**src/rtl/sum_accumulator.sv**
```systemverilog
// Accumulates 5-bit operands from the adder stage into an ACC_W-bit running sum.
// Latency: operand accepted at edge k is visible in acc after edge k+1.
// Backpressure: din_ready is high only in IDLE (one operand per two cycles); low once done.
module sum_accumulator #(
  parameter int ACC_W   = 8,
  parameter int MAX_OPS = 8
) (
  input  logic             Clock,
  input  logic             Resetn,
  input  logic [4:0]       din,
  input  logic             din_valid,
  output logic             din_ready,
  input  logic             clr,
  output logic [ACC_W-1:0] acc,
  output logic [3:0]       n_ops,
  output logic             ovf,
  output logic             done
);

  typedef enum logic [1:0] {
    IDLE = 2'd0,
    ADD  = 2'd1,
    DONE = 2'd2
  } state_t;

  localparam logic [3:0] MAX_N = 4'(MAX_OPS);

  state_t           state;
  state_t           state_nxt;
  logic [4:0]       operand;
  logic [ACC_W:0]   sum_ext;

  // Extra top bit of the sum is the carry out of acc, feeding the sticky ovf.
  assign sum_ext   = {1'b0, acc} + {{(ACC_W - 4){1'b0}}, operand};

  // Ready depends only on the registered state, never on din_valid.
  assign din_ready = (state == IDLE);

  // Next-state decode; clr overrides every state.
  always_comb begin
    state_nxt = state;
    if (clr) begin
      state_nxt = IDLE;
    end else begin
      case (state)
        IDLE:    if (din_valid) state_nxt = ADD;
        ADD:     state_nxt = (n_ops == MAX_N) ? DONE : IDLE;
        DONE:    state_nxt = DONE;
        default: state_nxt = IDLE;
      endcase
    end
  end

  // State register plus the registered done flag that mirrors the DONE state.
  always_ff @(posedge Clock or negedge Resetn) begin
    if (!Resetn) begin
      state <= IDLE;
      done  <= 1'b0;
    end else begin
      state <= state_nxt;
      done  <= (state_nxt == DONE);
    end
  end

  // Datapath: capture operand and count in IDLE, add in ADD, freeze in DONE.
  always_ff @(posedge Clock or negedge Resetn) begin
    if (!Resetn) begin
      acc     <= '0;
      n_ops   <= '0;
      ovf     <= 1'b0;
      operand <= '0;
    end else if (clr) begin
      acc     <= '0;
      n_ops   <= '0;
      ovf     <= 1'b0;
      operand <= '0;
    end else begin
      case (state)
        IDLE: begin
          if (din_valid) begin
            operand <= din;
            n_ops   <= n_ops + 4'd1;
          end
        end
        ADD: begin
          acc <= sum_ext[ACC_W-1:0];
          if (sum_ext[ACC_W]) ovf <= 1'b1;
        end
        default: ;
      endcase
    end
  end

endmodule

```
**config.mk**
```make
export PLATFORM = sky130hd
export DESIGN_NAME = sum_accumulator
export DESIGN_NICKNAME = d
export VERILOG_FILES = /design/src/rtl/sum_accumulator.sv
export SDC_FILE = /design/constraint.sdc
export NUM_CORES = 1
export LEC_CHECK = 0
export ABC_AREA = 0
export BUFFER_PORTS_ARGS = -buffer_cell sky130_fd_sc_hd__buf_2
export CELL_PAD_IN_SITES_DETAIL_PLACEMENT = 1
export CELL_PAD_IN_SITES_GLOBAL_PLACEMENT = 1
export CORE_MARGIN = 5
export CORE_UTILIZATION = 40
export DETAILED_ROUTE_END_ITERATION = 10
export PLACE_DENSITY_LB_ADDON = 0.1
export SLEW_MARGIN = 40
export SYNTH_ARGS = -nofsm -noshare
export SYNTH_HDL_FRONTEND = slang
export SYNTH_SLANG_ARGS = --single-unit
export TNS_END_PERCENT = 5
```
**constraint.sdc**
```tcl
create_clock -name Clock -period 2.25 [get_ports Clock]
set_input_delay 0.3375 -clock Clock [delete_from_list [all_inputs] [get_ports Clock]]
set_output_delay 0.3375 -clock Clock [all_outputs]
set_load 0.01 [all_outputs]
```
---- Yosys cells after proc, flatten, opt, wreduce, memory -nomap -nowiden ----
Cells that the tools add are included.
word-level totals
  output and inout port bits .............. 15
  word-level logic and storage cells ...... 34
  register bits after elaboration ......... 21
  input port bits ......................... 9
operators by class
  mux-type cells .......................... 15
  add/sub/neg operators ................... 2
  equal/unequal tests ..................... 4
  reduce and logical (&&, ||, !) cells .... 7
operators with widths
  operator                                              number
  2-to-1 mux 8 bit                                      2
  2-to-1 mux 5 bit                                      3
  2-to-1 mux 4 bit                                      3
  adder 8 x 5 -> 9 bit                                  1
  nonzero test 2 bit                                    4
  2-to-1 mux 2 bit                                      3
  case mux 2 bit (3 select lines)                       1
  adder 4 x 1 -> 4 bit (second input constant)          1
  equality test 2 bit (second input constant)           2
  equality test 4 bit (second input constant)           1
  AND reduction 2 bit                                   2
  2-to-1 mux 1 bit                                      3
  equality test 2 x 1 -> 1 bit (second input constant)  1
  logical NOT 2 bit                                     1

---- Depth between registers and ports, before layout ----
Gate-level depths: netlist (run 1).
  depth after elaboration ................. 5
  gate-level depth with buffers ........... 6
  gate-level depth less buffers ........... 6

---- Worst setup path after synthesis (run 1) ----
No wires, ideal clock.
  kind .................................... reg2reg
  start ................................... register acc[0]
  end ..................................... register ovf
  path buffers ............................ 0
  period minus slack after synthesis ...... 1769 ps
  slack ................................... 481 ps
  data required time ...................... 2118 ps
  setup time .............................. 132 ps
  cell stages (with the launch flop) ...... 7
  data arrival time ....................... 1637 ps
  path through ............................ dfrtp_1 -> ha_1 -> fa_1 -> a21o_1 -> a22o_1 -> a41oi_1 -> nor2_1
on the way
  cells in the longest elaborated chain, start to end .. 3
ends and longest elaborated chain
  what                           RTL line  RTL
  start, declared                14        output logic [ACC_W-1:0] acc,
  start signal, assigned         86        acc <= sum_ext[ACC_W-1:0];
  adder 8 x 5 -> 9 bit           34        assign sum_ext = {1'b0, acc} + {{(ACC_W - 4){1'b0}}, operand};
  nonzero test 2 bit (no line)   --
  AND reduction 2 bit (no line)  --
  end signal, assigned           70        ovf <= 1'b0;
  end signal, assigned           75        ovf <= 1'b0;
  end signal, assigned           87        if (sum_ext[ACC_W]) ovf <= 1'b1;
  end, declared                  16        output logic ovf,
No other way between the ends.
A chain may end at the register's enable or synchronous reset.

---- Worst setup path after layout (run 1) ----
  start ................................... register acc[2]
  end ..................................... register acc[5]
on the way
  cells in the longest elaborated chain, start to end .. 3
ends and longest elaborated chain
  what                  RTL line  RTL
  adder 8 x 5 -> 9 bit  34
  2-to-1 mux 8 bit      78        case (state)
  2-to-1 mux 8 bit      72        end else if (clr) begin
No other way between the ends. The select of a mux whose other input is x is not followed.

==> impl_metrics.toml, run 1 <==
[drt]
drc = 0
drt-total-wl_microns = 2784
route.vias.total = 963
vias_per_cell = 5.503
final_antenna_net_count = 0
initialDrtViolationCount = 31
first_pass_detailed_route_iteration_total = 4
detail_route.wl_per_cell_microns = 15.91

[layout]
drive_gt1_frac = 0.2153
fillers = 315
finalInstanceArea_sq_um = 1316
finish.cell_count_without_fillers = 175
area.growth.synth_to_final_pct = 16.11
fin_nets = 162
inserted_diodes = 0
post-route-util = 0.4815

[critical_path]
timing.critical_path.fanout_max = 4
worstPathCellList = "ha_1 -> nand3_1 -> a21oi_1 -> or4b_1 -> o211ai_1"
worstSetupPathType = "flip-flop to flip-flop"
cp_slowest_stage_delay_ns = 0.47
worst-r2r-cell-count = 5
critPathLaunchType = "flip-flop"
r2r-end = "acc[5]"
critPathArrivalTime_ns = 2.10
end_kind = "flip-flop"
regToRegSetupSlack_ns = 0.38
cp.buffers_inverters = 0
cpLargestDelayFamily = "simple AND/OR/NAND/NOR gates"
cp_data_required_time_ns = 2.48
crit_path_top_delay_cell = "or4b_1"
r2r-start = "acc[2]"

[synthesis]
ys_ff_latch = 21
synth.lib_cells_used.distinct = 36
synthCells = 118
async_reset_ff_frac = 1.000
synthesis.area_sq_um = 1134
syn_avg_cell_area_sq_um = 9.607
syn-num-nets = 135
yosys_most_used_dff = "dfrtp_1"
synth_edf_count = 0
synth_seq_area_share = 0.4636
synth-warning-count = 0

[sta]
final.hold.worst_slack_ns = 0.2527
finalSetupViolations = 0
totalNegativeSetupSlack_ns = 0
achievable-frequency_mhz = 535.6
finalMaxSlewViolations = 0
final_min_period_over_clock_period = 0.8298
post-route-min-period_ns = 1.867
worst_slew_pin_slew_ns = 0.4763
post-route-worst-setup-slack_ns = 0.3829
finClkSkew_ns = 0.005967
report.final.hold_viol_count = 0
worst_slew_margin_rel = 0.6825
grt_setup_unrepaired = "false"

[power]
post_layout_power_mw = 0.6985
total_leakage_power_nw = 0.6674
ir_drop_mv = 0.3213
power.density_nw_per_um2 = 530.7

[place]
place.gp.congestion = 0.8027
post-place-cells = 170
dpl-instance-area_sq_um = 1280
pre_cts_slack_ns = 0.4057
portBuffers = 23
estimated_wirelength_of_the_detail_placed_design_microns = 2151

[grt]
grt_pass1_vias = 1094
initial_antenna_violation_count = 0
wire_length_of_the_first_global_routing_pass_microns = 5078
global_route.overflow_total = 0
globalRouteTotalUtil = 0.1594
maximum_number_of_pins_on_one_net_before_global_route_repair = 28

[min_path]
min-delay-path-class = "primary input to flip-flop"
timing.hold.worst_endpoint = "operand[4]"
hold_depth = 3
hold_path_startpoint = "din[4]"

[floorplan]
floorplan.io_pins = 24
die-height_microns = 63.24
fp.coreArea_sq_um = 2734
die_area_sq_um = 3999
row_count = 19
floorplan.die.width_microns = 63.24
start_util = 0.4146

[clock_tree]
postCtsResizedCells = 0
cts_made_buffers = 3
cts.clk_slew.worst_paths_ns = 0.12
postCtsSetupBuffers = 0
worst_skew_pair.late_latency_ns = 0.30
cts.root.buffer_cell = "clkbuf_4"
cts_htree_levels = 1
clock_tree_from_tritoncts = "done"
cts_max_path_buffers = 2
numClockSinks = 21

[flow_run]
number_of_violations_of_the_max_capacitance_limit = 0

[outcome]
run_status = "finished, final reports clean"
Yosys cell counts (3+ instances only):
| master | count | area (sq um) |
|---|---|---|
| inv_1 | 3 | 11.26 |
| nor2_1 | 8 | 30.03 |
| clkbuf_1 | 3 | 11.26 |
| nand2_1 | 21 | 78.83 |
| a21oi_1 | 15 | 75.07 |
| dfrtp_1 | 21 | 525.5 |
| ha_1 | 7 | 87.58 |
| nand3_1 | 3 | 15.01 |
registers in the layout, summed over array words and instances, names as in the netlist:
name / cells
n_ops: 4
ovf: 1
state: 2
operand: 5
acc: 8
done: 1
cell type report:
type	count	area, sq um	area share
tap	31	38.79	0.02947
inverter	3	11.26	0.008555
multi-input combinational	90	574.3	0.4363
timing repair buffer	26	140.1	0.1065
sequential	21	525.5	0.3992
clock buffer	4	26.28	0.01996
timing repair:
item | CTS | global route
endpoints found under the setup margin | 0 | 0
endpoints found under the hold margin | 21 | 0
hold buffers | 1 | 0
cell families (layout without fill, tap and decap cells):
kind of cell / after synthesis / after routing / share of synthesized area
compound gates: 26 / 26 / 0.1391
flops: 21 / 21 / 0.4636
buf+inv: 7 / 33 / 0.02980
fa+ha+maj: 8 / 8 / 0.09492
mux: 2 / 2 / 0.01876
xor+xnor: 3 / 3 / 0.02318
simple gates: 51 / 51 / 0.2307
power by group:
group          internal (mW)  switching, mW
Sequential             0.392         0.0180
Clock                 0.0691          0.116
Combinational         0.0404         0.0627
metal layers:
metal,part of all wire,vias to the layer above,global-route usage
met4,0.014,0,0.07013
met5,0,-,0
met3,0.042,4,0.03375
met2,0.52,27,0.2744
met1,0.43,467,0.1895
li1,-,465,-
worst min-delay path, stage by stage:
cell and delay (ns):
buf_2 0.10, nand2_1 0.05, a21oi_1 0.05
layout by cell type (no fill, tap or decap), types with 2 or more instances in the layout:
cell type and instances:
ha_1 7, xor2_1 2, and3_1 2, nor2b_1 2
nand4b_1 2, buf_2 23, nand4_1 2, inv_1 3
nand2b_1 2, nand3_1 3, nand3b_1 2, a21o_1 2
clkbuf_4 3, dfrtp_1 21, nor2_1 8, a21oi_1 15
buf_4 2, o21ai_0 2, nand2_1 21
how the worst max path moves through the flow:
| stage | start | end | slack (ns) | depth (start not counted) |
|---|---|---|---|---|
| 6_report | acc[2] | acc[5] | 0.38 | 5 |
| 5_1_grt | acc[2] | acc[5] | 0.22 | 5 |
| 4_1_cts | acc[2] | acc[5] | 0.39 | 5 |
| 3_5_place_dp | acc[2] | acc[5] | 0.41 | 5 |
| 3_3_place_gp | acc[0] | ovf | 0.46 | 6 |
| 2_1_floorplan | acc[0] | ovf | 0.48 | 6 |
Power figures use the tool's default switching activity.
==> inputs of run 2 (changes only) <==
==> constraint.sdc (replaced) <==
create_clock -name Clock -period 1.9 [get_ports Clock]
set_input_delay 0.285 -clock Clock [delete_from_list [all_inputs] [get_ports Clock]]
set_output_delay 0.285 -clock Clock [all_outputs]
set_load 0.01 [all_outputs]
==> run 2 against run 1 <==
Wire length up 1.7%. Cell count grew 1.1%. Non-clock buffer count up 2. Sequential share of layout area down 0.75 points. Count of clock-buffer cells in the layout is the same. Clock power grew 18%. Worst hold slack worse by 0.054 ns. Clock skew fell by 0.0042 ns. Critical endpoint is now ovf. Largest power group unchanged.
==> impl_metrics.toml, run 2 (synthesis gave the netlist of run 1 again) <==
[floorplan]
die-height_microns = 63.24
floorplan.io_pins = 24
die_area_sq_um = 3999
floorplan.die.width_microns = 63.24
row_count = 19
fp.coreArea_sq_um = 2734
start_util = 0.4146

[sta]
worst_slew_pin_slew_ns = 0.4663
grt_setup_unrepaired = "false"
worst_slew_margin_rel = 0.6891
post-route-min-period_ns = 1.821
final_min_period_over_clock_period = 0.9583
achievable-frequency_mhz = 549.2
post-route-worst-setup-slack_ns = 0.07924
finalMaxSlewViolations = 0
finClkSkew_ns = 0.001760
finalSetupViolations = 0
totalNegativeSetupSlack_ns = 0
report.final.hold_viol_count = 0

[layout]
largest_register_ff_count = 8
mostFrequentLayoutCell = "buf_2"
area.growth.synth_to_final_pct = 18.32
layout.cells.most_common_list = "buf_2, nand2_1, dfrtp_1, a21oi_1, nor2_1"
fin_nets = 164
fillers = 328
drive_gt1_frac = 0.2397
finish.cell_count_without_fillers = 177
inserted_diodes = 0
post-route-util = 0.4906
biggestRegsByFlops = "acc (8), operand (5), n_ops (4)"
largest-register = "acc"

[power]
total_leakage_power_nw = 0.6760
power.density_nw_per_um2 = 620.2
ir_drop_mv = 0.3694

[critical_path]
crit_path_top_delay_cell = "dfrtp_1"
cp_data_required_time_ns = 2.09
critPathLaunchType = "flip-flop"
r2r-start = "acc[0]"
cp_slowest_stage_delay_ns = 0.41
worstSetupPathType = "flip-flop to flip-flop"
timing.critical_path.fanout_max = 3
cp.buffers_inverters = 0
r2r-end = "ovf"
regToRegSetupSlack_ns = 0.08
critPathArrivalTime_ns = 2.01
worst-r2r-cell-count = 6
worstPathCellList = "ha_1 -> fa_2 -> a21o_1 -> a22o_1 -> a41oi_2 -> nor2_1"
cpLargestDelayFamily = "compound AO/OA/AOI/OAI gates"
end_kind = "flip-flop"

[clock_tree]
cts_htree_levels = 1
worst_skew_pair.late_latency_ns = 0.30
cts_made_buffers = 3
numClockSinks = 21
cts.clk_slew.worst_paths_ns = 0.12
cts_max_path_buffers = 2
clock_tree_from_tritoncts = "done"
postCtsSetupBuffers = 0
cts.root.buffer_cell = "clkbuf_4"

[grt]
wire_length_of_the_first_global_routing_pass_microns = 5092
initial_antenna_violation_count = 0
maximum_number_of_pins_on_one_net_before_global_route_repair = 28
globalRouteTotalUtil = 0.1611
global_route.overflow_total = 0
grt_pass1_vias = 1083

[place]
portBuffers = 23
estimated_wirelength_of_the_detail_placed_design_microns = 2155
post-place-cells = 172
pre_cts_slack_ns = 0.02323
place.gp.congestion = 0.7857

[flow_run]
number_of_violations_of_the_max_capacitance_limit = 0

[drt]
drt-total-wl_microns = 2830
final_antenna_net_count = 0
initialDrtViolationCount = 29
drc = 0
vias_per_cell = 5.508
first_pass_detailed_route_iteration_total = 4
detail_route.wl_per_cell_microns = 15.99
route.vias.total = 975

[min_path]
timing.hold.worst_endpoint = "operand[4]"
hold_depth = 3
min-delay-path-class = "primary input to flip-flop"
hold_path_startpoint = "din[4]"

[outcome]
run_status = "finished, final reports clean"
run 2: cell types whose count changed in the layout (fill, tap and decap cells not counted):
cell | before | now
a41oi_2 | 0 | 1
fa_2 | 0 | 1
buf_4 | 2 | 4
fa_1 | 1 | 0
a41oi_1 | 1 | 0
run 2: final cells by class:
cell class                 instances  area, sq um  share of cell area
tap                               31        38.79             0.02892
multi-input combinational         90        584.3              0.4356
inverter                           3        11.26            0.008395
sequential                        21        525.5              0.3918
timing repair buffer              28        155.1              0.1157
clock buffer                       4        26.28             0.01959
run 2: power by group:
part	switching [mW]	internal, mW
Sequential	0.0169	0.464
Clock	0.136	0.0820
Combinational	0.0800	0.0522
run 2: worst reg2reg max path: cells and delay by family (launching register included):
| kind | cells | cell delay, ns |
|---|---|---|
| and+or+nand+nor | 1 | 0.05 |
| adders and majority gates | 2 | 0.59 |
| DFF | 1 | 0.41 |
| AOI/OAI and AO/OA | 3 | 0.66 |
run 2: metrics by stage:
step                      power [mW]  hold slack (ns)  area [sq um]
final                         0.8319           0.1982          1341
after detailed placement      0.6236           0.2755          1295
after floorplan               0.5624         -0.01059          1134
after global placement        0.6172           0.2740          1295
after global routing          0.9068           0.1695          1341
after CTS                     0.8476           0.1862          1331
run 2: how the worst max path moves through the flow:
stage | start | endpoint | slack [ns] | cells past startpoint
finish | acc[0] | ovf | 0.08 | 6
global route | acc[2] | acc[5] | 0.004 | 5
CTS | acc[0] | ovf | 0.01 | 6
detailed placement | acc[0] | ovf | 0.02 | 6
global placement | acc[0] | ovf | 0.11 | 6
floorplan | acc[0] | ovf | 0.13 | 6
run 2: what timing repair did:
item,in CTS,in global routing
endpoints found under the setup margin,0,1
gates resized for setup,0,2
endpoints found under the hold margin,21,0
hold buffers,1,0
run 2: routing by layer:
metal  global-route usage  vias up  wire (microns)
met4              0.06234        0              50
met5                    0        -               0
met3              0.03375        5              93
met2               0.2718       16            1413
met1               0.1998      482            1273
li1                     -      472               -
